## src/rtl/ysyx_22050243_core_seq_pkg.sv

```systemverilog
// ysyx_22050243_core_seq_pkg
//   Shared definitions for the multi-cycle sequencer: state encodings,
//   halt codes and a helper that identifies the states in which the core
//   waits on a memory port (and is therefore watched by the watchdog).
package ysyx_22050243_core_seq_pkg;

    typedef enum logic [2:0] {
        ST_RST  = 3'd0,
        ST_IF   = 3'd1,
        ST_ID   = 3'd2,
        ST_EX   = 3'd3,
        ST_MEM  = 3'd4,
        ST_WB   = 3'd5,
        ST_HALT = 3'd6
    } state_t;

    localparam logic [1:0] HC_RUN     = 2'b00;
    localparam logic [1:0] HC_EBREAK  = 2'b01;
    localparam logic [1:0] HC_ILLEGAL = 2'b10;
    localparam logic [1:0] HC_BUS     = 2'b11;

    // States that wait on an external handshake and may stall forever.
    function automatic logic is_wait_state(input state_t s);
        return (s == ST_IF) || (s == ST_MEM);
    endfunction

endpackage

```

## src/rtl/ysyx_22050243_wdog.sv

```systemverilog
// ysyx_22050243_wdog
//   Stall watchdog. Counts enabled cycles since the last clear and flags
//   expiry during the TIMEOUT-th consecutive enabled cycle, so the owner
//   can leave the stalled state on that same edge.
// Ports
//   clk      in   clock
//   rst_n    in   synchronous active-low reset
//   clr      in   reload the counter with zero
//   en       in   count this cycle
//   expired  out  TIMEOUT enabled cycles reached (combinational)
module ysyx_22050243_wdog #(
    parameter int TIMEOUT = 1024
) (
    input  logic clk,
    input  logic rst_n,
    input  logic clr,
    input  logic en,
    output logic expired
);
    localparam int W = $clog2(TIMEOUT + 1);

    logic [W-1:0] cnt_reg;

    always_ff @(posedge clk) begin
        if (!rst_n) begin
            cnt_reg <= '0;
        end else if (clr) begin
            cnt_reg <= '0;
        end else if (en && !expired) begin
            cnt_reg <= cnt_reg + W'(1);
        end
    end

    // cnt_reg holds the number of earlier waiting cycles, so TIMEOUT-1
    // means the current cycle is the TIMEOUT-th one.
    assign expired = en && (cnt_reg == W'(TIMEOUT - 1));

endmodule

```

## src/rtl/ysyx_22050243_core_seq.sv

```systemverilog
// ysyx_22050243_core_seq
//   Multi-cycle sequencer for the RV64 NPC datapath: IF -> ID -> EX ->
//   [MEM] -> WB. Handshakes with the instruction/data ports, gates the
//   architectural write strobes, counts cycles and retired instructions,
//   and halts on ebreak, illegal opcode, bus error or stall timeout.
// Ports
//   clk, rst_n                    clock, synchronous active-low reset
//   ifu_req/ready/rvalid/err      instruction fetch handshake
//   ir_wen                        latch instruction register
//   dec_*                         decoder control bits, sampled in ID
//   lsu_req/we/ready/done/err     data memory handshake
//   rf_wen, csr_wen, pc_wen       write strobes, asserted in WB
//   halt, halt_code               core stopped and why
//   state                         current state (debug)
//   cycle_cnt, instret_cnt        free-running counters, wrap silently
module ysyx_22050243_core_seq
    import ysyx_22050243_core_seq_pkg::*;
#(
    parameter int CNT_W   = 64,
    parameter int TIMEOUT = 1024
) (
    input  logic             clk,
    input  logic             rst_n,
    output logic             ifu_req,
    input  logic             ifu_ready,
    input  logic             ifu_rvalid,
    input  logic             ifu_err,
    output logic             ir_wen,
    input  logic             dec_mem_r,
    input  logic             dec_mem_w,
    input  logic             dec_reg_w,
    input  logic             dec_csr_r,
    input  logic             dec_ebreak,
    input  logic             dec_illegal,
    output logic             lsu_req,
    output logic             lsu_we,
    input  logic             lsu_ready,
    input  logic             lsu_done,
    input  logic             lsu_err,
    output logic             rf_wen,
    output logic             csr_wen,
    output logic             pc_wen,
    output logic             halt,
    output logic [1:0]       halt_code,
    output logic [2:0]       state,
    output logic [CNT_W-1:0] cycle_cnt,
    output logic [CNT_W-1:0] instret_cnt
);
    state_t           state_reg, state_next;
    logic [1:0]       halt_code_reg, halt_code_next;
    logic             mem_r_reg, mem_w_reg, reg_w_reg, csr_r_reg;
    logic             if_acc_reg, lsu_acc_reg;   // request accepted, awaiting data
    logic [CNT_W-1:0] cycle_cnt_reg, instret_cnt_reg;
    logic             wd_en, wd_expired;

    assign wd_en = is_wait_state(state_reg);

    // Clearing whenever we are outside IF/MEM means every entry into a
    // waiting state starts from zero.
    ysyx_22050243_wdog #(.TIMEOUT(TIMEOUT)) u_wdog (
        .clk    (clk),
        .rst_n  (rst_n),
        .clr    (!wd_en),
        .en     (wd_en),
        .expired(wd_expired)
    );

    always_comb begin
        state_next     = state_reg;
        halt_code_next = halt_code_reg;
        ifu_req        = 1'b0;
        ir_wen         = 1'b0;
        lsu_req        = 1'b0;
        lsu_we         = 1'b0;
        rf_wen         = 1'b0;
        csr_wen        = 1'b0;
        pc_wen         = 1'b0;
        case (state_reg)
            ST_RST: state_next = ST_IF;
            ST_IF: begin
                ifu_req = !if_acc_reg;
                // A completing response beats a watchdog expiry in the same cycle.
                if (ifu_rvalid) begin
                    if (ifu_err) begin
                        state_next     = ST_HALT;
                        halt_code_next = HC_BUS;
                    end else begin
                        ir_wen     = 1'b1;
                        state_next = ST_ID;
                    end
                end else if (wd_expired) begin
                    state_next     = ST_HALT;
                    halt_code_next = HC_BUS;
                end
            end
            ST_ID: begin
                if (dec_illegal) begin
                    state_next     = ST_HALT;
                    halt_code_next = HC_ILLEGAL;
                end else if (dec_ebreak) begin
                    state_next     = ST_HALT;
                    halt_code_next = HC_EBREAK;
                end else begin
                    state_next = ST_EX;
                end
            end
            ST_EX: state_next = (mem_r_reg || mem_w_reg) ? ST_MEM : ST_WB;
            ST_MEM: begin
                lsu_req = !lsu_acc_reg;
                lsu_we  = !lsu_acc_reg && mem_w_reg;
                if (lsu_done) begin
                    if (lsu_err) begin
                        state_next     = ST_HALT;
                        halt_code_next = HC_BUS;
                    end else begin
                        state_next = ST_WB;
                    end
                end else if (wd_expired) begin
                    state_next     = ST_HALT;
                    halt_code_next = HC_BUS;
                end
            end
            ST_WB: begin
                rf_wen     = reg_w_reg;
                csr_wen    = csr_r_reg;
                pc_wen     = 1'b1;
                state_next = ST_IF;
            end
            ST_HALT: state_next = ST_HALT;
            default: state_next = ST_RST;
        endcase
    end

    always_ff @(posedge clk) begin
        if (!rst_n) begin
            state_reg       <= ST_RST;
            halt_code_reg   <= HC_RUN;
            mem_r_reg       <= 1'b0;
            mem_w_reg       <= 1'b0;
            reg_w_reg       <= 1'b0;
            csr_r_reg       <= 1'b0;
            if_acc_reg      <= 1'b0;
            lsu_acc_reg     <= 1'b0;
            cycle_cnt_reg   <= '0;
            instret_cnt_reg <= '0;
        end else begin
            state_reg     <= state_next;
            halt_code_reg <= halt_code_next;
            // Accept flags live only while we stay in the owning state.
            if_acc_reg  <= (state_next == ST_IF)  && (if_acc_reg  || (ifu_req && ifu_ready));
            lsu_acc_reg <= (state_next == ST_MEM) && (lsu_acc_reg || (lsu_req && lsu_ready));
            if (state_reg == ST_ID) begin
                mem_r_reg <= dec_mem_r;
                mem_w_reg <= dec_mem_w;
                reg_w_reg <= dec_reg_w;
                csr_r_reg <= dec_csr_r;
            end
            if (state_reg != ST_RST && state_reg != ST_HALT) begin
                cycle_cnt_reg <= cycle_cnt_reg + CNT_W'(1);
            end
            if (state_reg == ST_WB) begin
                instret_cnt_reg <= instret_cnt_reg + CNT_W'(1);
            end
        end
    end

    assign halt        = (state_reg == ST_HALT);
    assign halt_code   = halt_code_reg;
    assign state       = state_reg;
    assign cycle_cnt   = cycle_cnt_reg;
    assign instret_cnt = instret_cnt_reg;

endmodule

```

## config.mk

```make
export PLATFORM = sky130hd
export DESIGN_NAME = ysyx_22050243_core_seq
export DESIGN_NICKNAME = d
export VERILOG_FILES = /design/src/rtl/ysyx_22050243_core_seq_pkg.sv /design/src/rtl/ysyx_22050243_wdog.sv /design/src/rtl/ysyx_22050243_core_seq.sv
export SDC_FILE = /design/constraint.sdc
export NUM_CORES = 1
export LEC_CHECK = 0
export ABC_AREA = 1
export CORE_ASPECT_RATIO = 0.5
export CORE_MARGIN = 2
export CORE_UTILIZATION = 54
export DETAILED_ROUTE_END_ITERATION = 6
export GPL_ROUTABILITY_DRIVEN = 0
export GPL_TIMING_DRIVEN = 0
export PLACE_DENSITY = 0.78
export SYNTH_ARGS = -nofsm -noshare
export SYNTH_HDL_FRONTEND = slang
export SYNTH_HIERARCHICAL = 1
export SYNTH_SLANG_ARGS = --single-unit
```

## constraint.sdc

```tcl
create_clock -name clk -period 2.9 [get_ports clk]
set_input_delay 0.58 -clock clk [delete_from_list [all_inputs] [get_ports clk]]
set_output_delay 0.58 -clock clk [all_outputs]
set_load 0.02 [all_outputs]
```

==> results of run 1 <==
[layer usage]
metal | share of wire | vias to the layer above | wire (µm)
li1 | - | 4890 | -
met1 | 0.43 | 4451 | 12200
met4 | 0.027 | 0 | 764
met2 | 0.43 | 564 | 12100
met3 | 0.10 | 84 | 2920
met5 | 0 | - | 0
[metrics by stage]
step                      cells  setup WS [ps]   util
after floorplan            1432            670      -
after global placement     1790           85.6  0.673
after detailed placement   1790           94.4  0.673
after CTS                  1821           89.8  0.713
after global routing       1821           30.1  0.713
final                      1821           82.7  0.713
[worst max path at each step]
stage	from	endpoint	slack, ps	cells after the start
2_1_floorplan	state[2]	halt_code[0]	670	15
3_3_place_gp	ifu_rvalid	ir_wen	90	5
3_5_place_dp	ifu_rvalid	ir_wen	90	5
4_1_cts	ifu_rvalid	ir_wen	90	5
5_1_grt	ifu_rvalid	ir_wen	30	5
6_report	ifu_rvalid	ir_wen	80	5
[power groups by stage]
stage	Sequential [mW]	Clock [mW]	Combinational, mW
after floorplan	2.28	0	0.637
after global placement	2.24	0	0.995
after detailed placement	2.24	0	1.02
after CTS	2.20	2.41	1.02
after global routing	2.21	2.51	1.12
final	2.20	2.41	1.04
[area by class of cell]
cell class	instances	share of cell area
multi-input combinational	1081	0.441
sequential	150	0.270
timing repair buffer	154	0.139
inverter	180	0.0608
clock buffer	20	0.0411
tap	204	0.0230
clock inverter	11	0.0158
buffer	21	0.00969
[cells by family after synthesis]
group                    share of synthesized area
buffers and inverters                       0.0902
adder cells (fa/ha/maj)                    0.00432
XOR/XNOR                                    0.0212
AO/OA/AOI/OAI                               0.0894
AND/OR/NAND/NOR                              0.449
flip-flops                                   0.346
[worst min-delay path: cells and delay by family (launching register included)]
family / cells / cell delay [ps]
buffers and inverters: 1 / 60
AO/OA/AOI/OAI: 1 / 60
flip-flops: 1 / 300
[synth_stat cells, types with 4 or more instances]
cell,count,area share
dfxtp_1,150,0.35
nand3b_1,4,0.0035
nand2_1,355,0.15
xnor2_1,9,0.0091
clkbuf_1,9,0.0039
xor2_1,12,0.012
nand4_1,34,0.025
nor2_2,18,0.013
nand2_2,7,0.0050
nand3_1,101,0.058
o21a_1,5,0.0043
inv_1,178,0.077
o21bai_1,5,0.0043
o21ai_0,57,0.033
buf_1,6,0.0026
nor2_1,328,0.14
nor3b_1,9,0.0078
a21oi_1,69,0.040
nor2_4,7,0.0091
nor3_1,32,0.018
a31oi_1,6,0.0043
==> results.cfg, run 1 <==
[outcome]
status = finished, final reports clean

[floorplan]
rows = 32
coreArea_um2 = 15600
ioPinCount = 155
initial_core_util = 0.557
die_h_um = 93.7
die_area_um2 = 17200
die_x_um = 183

[min_path]
min_from = reg_w_reg
hold_depth = 2
holdCritPathClass = reg -> reg
whs_endpoint = reg_w_reg

[detailed_routing]
viasPerCell = 5.49
antenna_left = 0
drt-total-wl_um = 28000
detail_route.iter0.violations = 920
drc_errors = 0
vias = 9989
drt_pass1_iterations = 5
wire_per_inst_um = 15.4

[synthesis]
synthFlopType = dfxtp_1
seq_area_frac_synth = 0.346
synth_cells = 1432
ys_async_sr_fraction = 0
ys_ff_latch = 150
postSynthAreaPerCell_um2 = 6.06
synth_cell_type_count = 39
synth_fp_nets = 1449
synth-edff-count = 0
yosys_warnings = 6
syn_area_um2 = 8680

[worst_setup_path]
max_stage_delay_ps = 620
cp_common_cell = clkdlybuf4s50_1
worstReg2RegStart = state[1]
crit_path_start_kind = primary input
crit_arrival_ps = 2240
cpMaxStageDelayCell = clkdlybuf4s50_1
end_kind = primary output
ff2ff_path_depth = 14
crit_fanout = 4
path_buf_inv = 3
r2r-end = halt_code[0]
crit_family = buffers and inverters
cp_cell_sequence = clkdlybuf4s50_1 -> inv_1 -> or2_2 -> nor2_1 -> clkdlybuf4s50_1
cp.required_ps = 2320
rrSetupSlack_ps = 440
worstSetupPathType = in -> out

[global_route]
grt.met3_usage = 0.0779
grt_max_degree = 17
use_met2 = 0.531
grt_busiest_layer = met2
grt_pass1_wl_um = 45200
antenna_found_initial = 0
use_met1 = 0.440
overflow = 0
gr-usage-all-layers = 0.333
grt_pass1_vias = 9218

[power]
peakVddDrop_uv = 564
internal_power_mw = 3.96
p_switching_mw = 1.69
p_leak_nw = 3.99
p_seq_frac = 0.389
power_mw = 5.65
power.density_nw_per_um2 = 509
netSwitchingFraction = 0.299
pwr-share-clk = 0.427
p_comb_frac = 0.184

[sta]
worst_pin_slew_ps = 917
setup_viol = 0
finalClockSkew_ps = 11.8
max-slew-margin-rel = 0.388
finalMaxSlewViolations = 0
fmax_ghz = 0.355
min_period_ps = 2820
hold_viol = 0
tns_ps = 0
rsz0062_at_grt = no
post-route-period-util = 0.971
holdWs_ps = 472

[clocking]
cts_setup_buffers = 0
hold_buffers = 0
cts_inserted_buffers = 17
cts_sinks = 150
clkLatencyLatePin_ps = 430
clk_pin_slew_worst_paths_ps = 60
root_buffer = clkbuf_16
cts_resized = 0
cts.path.max_buffers = 2
cts_tree = built
htreeDepth = 4

[finish]
fillCellCount = 1325
final_cell_mix = 355 x nand2_1, 328 x nor2_1, 178 x inv_1, 154 x clkdlybuf4s50_1, 150 x dfxtp_1
area_growth_pct = 28.0
nets = 1622
multi_input_area_um2 = 4890
final_layout_size_suffix_gt1_frac = 0.0482
mostFrequentLayoutCell = nand2_1
seq_area_um2 = 3000
num_antenna_cells = 0
final_cell_area_um2 = 11100

[placement]
io_buffer_count = 154
dpl_cell_area_um2 = 10500
dp_hpwl_um = 21100

[run]
cap_violations = 0
Note: power is estimated with default switching activity, not from simulation.
==> run 2, diff against run 1 <==
Settings changed: SETUP_SLACK_MARGIN from default to 0.2.
==> run 2 against run 1 <==
Worst hold slack better by 0.66 ps. Global-route usage stayed put. Die area stayed put. The run now ends with DRC left. Flip-flop and latch count stayed put. Highest routed layer unchanged. Clock skew hardly changed. Count of clock-buffer cells in the layout stayed put. Maximum frequency is 6.9% higher. Design area hardly changed. Critical path type is now reg -> out. Total power is 0.11% higher. Utilization is 0.064 points higher. Setup slack better by 180 ps.
==> results.cfg, run 2 (synthesis results as in run 1) <==
[outcome]
status = complete, but fails checks
violations = DRC

[global_route]
overflow = 0
gr-usage-all-layers = 0.333
antenna_found_initial = 0
grt_pass1_wl_um = 45200
grt_pass1_vias = 9218
grt_max_degree = 17

[worst_setup_path]
crit_arrival_ps = 2050
r2r-end = lsu_acc_reg
cp.required_ps = 2320
worstReg2RegStart = state[2]
crit_fanout = 8
worstSetupPathType = reg -> out
end_kind = primary output
crit_path_start_kind = flip-flop
cp-startpoint = state[2]
crit_end = ifu_req
ff2ff_path_depth = 15
rrSetupSlack_ps = 470

[clocking]
cts_sinks = 150
htreeDepth = 4
cts_tree = built
hold_buffers = 0
clkLatencyLatePin_ps = 440
clk_pin_slew_worst_paths_ps = 70
root_buffer = clkbuf_16
cts.path.max_buffers = 2
cts_inserted_buffers = 17

[sta]
finalClockSkew_ps = 11.7
fin_ws_ps = 266
min_period_ps = 2630
setup_viol = 0
rsz0062_at_grt = no
tns_ps = 0
worst_pin_slew_ps = 912
holdWs_ps = 473
post-route-period-util = 0.908
max-slew-margin-rel = 0.392
hold_viol = 0
fmax_ghz = 0.380
finalMaxSlewViolations = 0

[floorplan]
initial_core_util = 0.557
ioPinCount = 155
rows = 32
die_h_um = 93.7
coreArea_um2 = 15600
die_area_um2 = 17200
die_x_um = 183

[power]
p_leak_nw = 4.07
peakVddDrop_uv = 568
power_mw = 5.66
power.density_nw_per_um2 = 509

[detailed_routing]
detail_route.iter0.violations = 945
vias = 9959
drc_errors = 1
wire_per_inst_um = 15.4
antenna_left = 0
viasPerCell = 5.47
drt-total-wl_um = 28000
drt_pass1_iterations = 7

[finish]
area_growth_pct = 28.1
mostFrequentLayoutCell = nand2_1
instances_no_fill = 1821
final_layout_size_suffix_gt1_frac = 0.0489
nets = 1622
final_cell_mix = 355 x nand2_1, 328 x nor2_1, 178 x inv_1, 149 x dfxtp_1, 149 x clkdlybuf4s50_1
num_antenna_cells = 0

[run]
cap_violations = 0

[placement]
place_ws_ps = 94.4
dp_hpwl_um = 21100
dp.cells = 1790
io_buffer_count = 154

[min_path]
holdCritPathClass = reg -> reg
==> run 2: cell count changes in the layout (fill, tap and decap cells not counted), sizes merged <==
cell and delta:
clkdlybuf4s50 -5, dlygate4sd2 +1, dlymetal6s2s +4
==> run 2: per-stage QoR <==
step	utilization	cell area (µm²)
detailed placement	0.673	10500
global route	0.714	11100
floorplan	-	8680
CTS	0.713	11100
global placement	0.673	10500
finish	0.714	11100
==> run 2: worst min path at each step <==
| stage | from | to | slack [ps] | depth (start not counted) |
|---|---|---|---|---|
| after floorplan | csr_r_reg | csr_r_reg | 430 | 2 |
| after global placement | csr_r_reg | csr_r_reg | 450 | 2 |
| after detailed placement | csr_r_reg | csr_r_reg | 460 | 2 |
| after CTS | csr_r_reg | csr_r_reg | 470 | 2 |
| after global routing | csr_r_reg | csr_r_reg | 500 | 2 |
| final | reg_w_reg | reg_w_reg | 470 | 2 |
==> run 2: area by class of cell <==
cell class / instances / area (µm²)
plain buffers: 21 / 108
clock buffers: 20 / 457
clock inverters: 11 / 175
fillers: 1323 / 4460
inverters: 180 / 676
multi-input cells: 1081 / 4890
flip-flops and latches: 150 / 3000
well taps: 204 / 255
repair buffers: 154 / 1550
==> run 2: power by group <==
group	switching [mW]	total, mW	internal (mW)
Sequential	0.0709	2.20	2.13
Clock	0.933	2.42	1.48
Combinational	0.691	1.04	0.349
Total	1.70	5.66	3.96
==> run 2: timing repair <==
action	4_1_cts	5_1_grt
setup buffers	0	0
setup endpoints to repair	1	5
gates resized for setup	1	5
==> run 2: routing by layer <==
layer | part of all wire | global-route usage | vias up
met5 | 0 | 0 | -
met4 | 0.028 | 0.129 | 0
met3 | 0.10 | 0.0779 | 84
met2 | 0.43 | 0.531 | 543
met1 | 0.44 | 0.440 | 4435
li1 | - | - | 4897
==> run 2: critical path, cell delays in order (launching register included) <==
cell and delay, ps:
dfxtp_1 310, buf_2 170, inv_1 140, nand3_1 190
nor2_1 180, clkdlybuf4s50_1 630
